## src/rtl/tt_sweep.sv

```systemverilog
// tt_sweep: truth-table sweeper for a downstream 3-input logic block.
// Each of the eight input combinations is driven for SETTLE cycles and then
// observed for HOLD cycles. The first observed value is captured into
// table_out, and any later change inside the window raises glitch. At the end
// of the sweep, pass reports whether the captured table matched the expected
// table latched at start and no glitch was seen.
module tt_sweep #(
  parameter int unsigned SETTLE = 2,
  parameter int unsigned HOLD   = 4
) (
  input  logic       clk,
  input  logic       rst,
  input  logic       start,
  input  logic [7:0] expected,
  input  logic       dut_out,
  output logic       in1,
  output logic       in2,
  output logic       in3,
  output logic       busy,
  output logic       done,
  output logic       pass,
  output logic       glitch,
  output logic [7:0] table_out
);

  typedef enum logic [1:0] {
    ST_IDLE,
    ST_SETTLE,
    ST_SAMPLE,
    ST_DONE
  } state_t;

  localparam logic [7:0] SETTLE_LAST = 8'(SETTLE - 1);
  localparam logic [7:0] HOLD_LAST   = 8'(HOLD - 1);

  state_t     state;
  state_t     state_nx;
  logic [7:0] cnt;
  logic [2:0] idx;
  logic [7:0] exp_q;
  logic [7:0] tab_nx;
  logic       glitch_nx;

  // State register
  always_ff @(posedge clk) begin
    if (rst) state <= ST_IDLE;
    else     state <= state_nx;
  end

  // Next-state logic: settle window, then sample window, per combination
  always_comb begin
    state_nx = state;
    case (state)
      ST_IDLE:   if (start) state_nx = ST_SETTLE;
      ST_SETTLE: if (cnt == SETTLE_LAST) state_nx = ST_SAMPLE;
      ST_SAMPLE: if (cnt == HOLD_LAST) state_nx = (idx == 3'd7) ? ST_DONE : ST_SETTLE;
      ST_DONE:   state_nx = ST_IDLE;
      default:   state_nx = ST_IDLE;
    endcase
  end

  // Output decode: stimulus is only presented while a sweep is in progress
  always_comb begin
    busy = (state == ST_SETTLE) || (state == ST_SAMPLE);
    done = (state == ST_DONE);
    {in1, in2, in3} = busy ? idx : 3'b000;
  end

  // Capture/glitch view including the current sample, so pass can be
  // registered on the last sample edge and already be valid during DONE
  always_comb begin
    tab_nx    = table_out;
    glitch_nx = glitch;
    if (state == ST_SAMPLE) begin
      if (cnt == '0)                   tab_nx[idx] = dut_out;
      else if (dut_out != table_out[idx]) glitch_nx = 1'b1;
    end
  end

  // Datapath: counters, combination index, captured table and verdict
  always_ff @(posedge clk) begin
    if (rst) begin
      cnt       <= '0;
      idx       <= '0;
      exp_q     <= '0;
      table_out <= '0;
      glitch    <= 1'b0;
      pass      <= 1'b0;
    end else begin
      case (state)
        ST_IDLE: begin
          if (start) begin
            exp_q     <= expected;
            idx       <= '0;
            cnt       <= '0;
            table_out <= '0;
            glitch    <= 1'b0;
            pass      <= 1'b0;
          end
        end
        ST_SETTLE: begin
          if (cnt == SETTLE_LAST) cnt <= '0;
          else                    cnt <= cnt + 8'd1;
        end
        ST_SAMPLE: begin
          table_out <= tab_nx;
          glitch    <= glitch_nx;
          if (cnt == HOLD_LAST) begin
            cnt <= '0;
            if (idx == 3'd7) pass <= (tab_nx == exp_q) && !glitch_nx;
            else             idx  <= idx + 3'd1;
          end else begin
            cnt <= cnt + 8'd1;
          end
        end
        default: ;
      endcase
    end
  end

endmodule

```

## config.mk

```make
export PLATFORM = sky130hd
export DESIGN_NAME = tt_sweep
export DESIGN_NICKNAME = d
export VERILOG_FILES = /design/src/rtl/tt_sweep.sv
export SDC_FILE = /design/constraint.sdc
export NUM_CORES = 1
export LEC_CHECK = 0
export CAP_MARGIN = 20
export CORE_MARGIN = 10
export CORE_UTILIZATION = 50
export CTS_BUF_LIST = sky130_fd_sc_hd__clkbuf_8 sky130_fd_sc_hd__clkbuf_16
export CTS_CLUSTER_DIAMETER = 120
export CTS_CLUSTER_SIZE = 10
export DETAILED_ROUTE_END_ITERATION = 6
export GPL_ROUTABILITY_DRIVEN = 0
export HOLD_SLACK_MARGIN = 0.03
export PLACE_DENSITY = 0.76
export SYNTH_ARGS = -nofsm -noshare
export SYNTH_HDL_FRONTEND = slang
export SYNTH_SLANG_ARGS = --single-unit
```

## constraint.sdc

```tcl
create_clock -name clk -period 2.4 [get_ports clk]
set_clock_uncertainty 0.05 [all_clocks]
set_input_delay 0.24 -clock clk [delete_from_list [all_inputs] [get_ports clk]]
set_output_delay 0.24 -clock clk [all_outputs]
set_load 0.005 [all_outputs]
```

==> results.py <==
metrics = {
    "detailed_routing": {
        "ant_nets": 0,
        "drt-pass1-iter-count": 5,
        "post_drt_wl_per_cell_um": 16.3,
        "drc": 0,
        "detailroute.via_count": 2309,
        "first_iter_violations": 229,
        "routed_wl_um": 6230,
        "vias_per_cell": 6.04,
    },
    "critical_path": {
        "critical_path_cell_count": 8,
        "worst-setup-path-type": "register to register",
        "crit_family": "simple AND/OR/NAND/NOR gates",
        "worstReg2RegStart": "state[1]",
        "r2r_end": "pass",
        "setup.worst_path.start_class": "register",
        "crit_required_ns": 2.57,
        "worst-endpoint-arrival_ns": 2.54,
        "crit_path_end_kind": "register",
        "rr_worst_depth": 8,
        "crit_path_max_incr_delay_ns": 0.50,
        "reg2reg_setup_slack_ns": 0.04,
        "worst-path-max-fanout": 5,
        "cp.buffers_inverters": 1,
        "crit_chain": "inv_1 > ha_2 > nor2b_1 > or4_4 > a31oi_1 > nand4_1 > or4_1 > o21ai_1",
        "critPathSlowestCell": "or4_1",
    },
    "clock_network": {
        "cts_tree": "built",
        "cts_buffer_depth": 2,
        "clock_root_buffer": "clkbuf_8",
        "clock_latency_of_the_later_clocked_register_in_the_worst_skew_pair_ns": 0.28,
        "post_cts_resized": 0,
        "clkSlewWorstSetupHoldPaths_ns": 0.07,
        "h_tree_depth": 2,
        "cts_setup_buffers": 0,
        "postCtsHoldBufs": 0,
        "cts_inserted_buffers": 5,
        "cts_sinks": 31,
    },
    "yosys": {
        "post-synth-top-area-fraction": 0.293,
        "synthesis.nets": 306,
        "synth-seq-area-share": 0.293,
        "ys_types": 38,
        "synth_top_cells_by_count": "a21oi_1, nand2_1, dfxtp_1, nor2_1, o21ai_0",
        "synth-async-reset-ratio": 0,
        "post_synth_main_area_contributors": "dfxtp_1, a21oi_1, ha_1",
        "synth_area_leader_cell": "dfxtp_1",
        "ys_ff_latch": 31,
        "edff_count_synth": 0,
        "ys_warn_count": 0,
        "yosysMostFrequentCell": "a21oi_1",
        "dominantRegCellSynth": "dfxtp_1",
        "syn-instance-count": 284,
        "synth.cell_area_mm2": 0.00211,
        "syn-mean-instance-area_um2": 7.45,
    },
    "timing": {
        "maxClockFrequency_mhz": 423,
        "totalNegativeSetupSlack_ns": 0,
        "worst-slew-pin-transition_ns": 0.653,
        "finalHoldViolations": 0,
        "hold-worst-slack_ns": 0.446,
        "final_min_period_over_clock_period": 0.985,
        "maxSlewHeadroom": 0.563,
        "finalWorstPathRequiredPeriod_ns": 2.36,
        "setup_violations": 0,
        "report.final.slew_viol_count": 0,
    },
    "grt": {
        "wire_length_of_the_first_global_routing_pass_um": 10100,
        "grt_max_degree": 32,
        "grt_use_total": 0.165,
        "antenna_violations_before_repair": 0,
        "first_global_vias": 2144,
        "globalRoute.totalOverflow": 0,
    },
    "pwr": {
        "power-per-cell-area_mw_per_mm2": 624,
        "power.share.sequential": 0.348,
        "internal_power_mw": 1.04,
        "power.static_leakage_nw": 1.06,
        "share_clk_of_total_power": 0.229,
        "power_switching_share": 0.393,
        "irDropWorstVdd_v": 0.000473,
        "total_switching_power_mw": 0.673,
        "comb_power_share": 0.422,
    },
    "placement": {
        "placement.io_buffers": 26,
        "dpl.hpwl_um": 4460,
    },
    "cells_and_area": {
        "antenna_cells_inserted": 0,
        "n_fill_cell": 358,
        "drive_gt1_frac": 0.157,
        "final-seq-area_um2": 626,
        "multi_input_area_mm2": 0.00148,
        "num-nets-final": 353,
        "syn2layout_area_growth_pct": 29.8,
    },
    "hold_path": {
        "worst_hold_path_type": "register to register",
        "worstHoldEndpoint": "exp_q[3]",
        "min_delay_path_depth": 2,
        "timing.hold.worst.start": "exp_q[3]",
    },
    "die": {
        "die_area_mm2": 0.00723,
        "top_level_ports": 27,
        "starting_utilization_of_the_core_area": 0.521,
        "floorplan.rows": 23,
        "die_height_um": 85.0,
        "core_footprint_mm2": 0.00406,
        "die_w_um": 85.0,
    },
    "run_status": {
        "run_status": "finished, final reports clean",
    },
    "flow_run": {
        "drv_cap": 0,
    },
}
==> flip-flops by register name, indices dropped and copies added, names as in the netlist <==
register,flops
table_out,8
exp_q,8
cnt,8
idx,3
state,2
glitch,1
pass,1
==> area by class of cell <==
cell class | count | area share
multi-input cells | 231 | 0.540
well taps | 50 | 0.0228
repair buffers | 52 | 0.166
inverters | 10 | 0.0137
flip-flops and latches | 31 | 0.228
clock buffers | 5 | 0.0251
clock inverters | 3 | 0.00456
==> placed cells by master (no fill, tap or decap), types with 3 or more instances in the layout <==
master / Yosys / layout
a21oi_1: 37 / 37
nand2_1: 32 / 32
dfxtp_1: 31 / 29
clkdlybuf4s50_1: 0 / 26
buf_4: 0 / 26
nor2_1: 24 / 24
o21ai_0: 18 / 18
inv_1: 10 / 12
nand2b_1: 11 / 11
nand3_1: 9 / 9
mux2i_1: 9 / 9
nor3b_1: 9 / 9
ha_1: 10 / 7
nor3_1: 6 / 6
and3_1: 6 / 6
and2_1: 5 / 5
nor4_2: 0 / 5
nor2b_1: 5 / 5
clkbuf_8: 0 / 5
nor4_1: 9 / 4
a31oi_1: 4 / 4
nand3b_1: 4 / 4
nand4_1: 4 / 4
or4_4: 1 / 3
a22oi_1: 3 / 3
nand4b_1: 3 / 3
==> metrics by stage <==
stage                     std cells  area [um^2]  power [mW]  setup slack, ns  utilization
after floorplan                 284         2120        1.03           0.0761            -
after global placement          374         2590        1.27           0.0909        0.637
after detailed placement        374         2590        1.28           0.0344        0.637
after CTS                       382         2670        1.67          0.00519        0.657
after global routing            382         2750        1.83          -0.0733        0.677
final                           382         2750        1.71           0.0351        0.677
==> metal layers <==
| layer | track usage | vias to the layer above | part of all wire |
|---|---|---|---|
| met5 | 0 | - | 0 |
| met4 | 0.0614 | 0 | 0.017 |
| met3 | 0.0440 | 18 | 0.090 |
| met2 | 0.257 | 109 | 0.46 |
| met1 | 0.211 | 1065 | 0.43 |
| li1 | - | 1117 | - |
==> worst min-delay path, cell delays in order (launching register included) <==
cell and delay [ns]:
dfxtp_1 0.33, nand2_1 0.06, a21oi_1 0.05
==> cell families (layout without fill, tap and decap cells) <==
logic type / count (synthesis) / after routing / share of synthesized area
adder cells (fa/ha/maj): 10 / 10 / 0.0592
multiplexers: 11 / 11 / 0.0639
XOR/XNOR: 2 / 2 / 0.00829
buffers and inverters: 22 / 70 / 0.0396
AO/OA/AOI/OAI: 71 / 71 / 0.185
flip-flops: 31 / 31 / 0.293
AND/OR/NAND/NOR: 137 / 137 / 0.350
==> worst max path at each step <==
| stage | from | endpoint | slack, ns |
|---|---|---|---|
| final | state[1] | pass | 0.04 |
| after global routing | state[1] | pass | -0.07 |
| after CTS | state[1] | pass | 0.005 |
| after detailed placement | state[1] | pass | 0.03 |
| after global placement | cnt[5] | pass | 0.09 |
| after floorplan | cnt[5] | pass | 0.08 |
==> power by group through the flow <==
stage | Sequential (mW) | Combinational [mW] | Clock [mW]
2_1_floorplan | 0.598 | 0.428 | 0
3_3_place_gp | 0.602 | 0.668 | 0
3_5_place_dp | 0.602 | 0.679 | 0
4_1_cts | 0.591 | 0.683 | 0.398
5_1_grt | 0.603 | 0.806 | 0.423
6_report | 0.597 | 0.724 | 0.393
(Power assumes the default switching activity.)
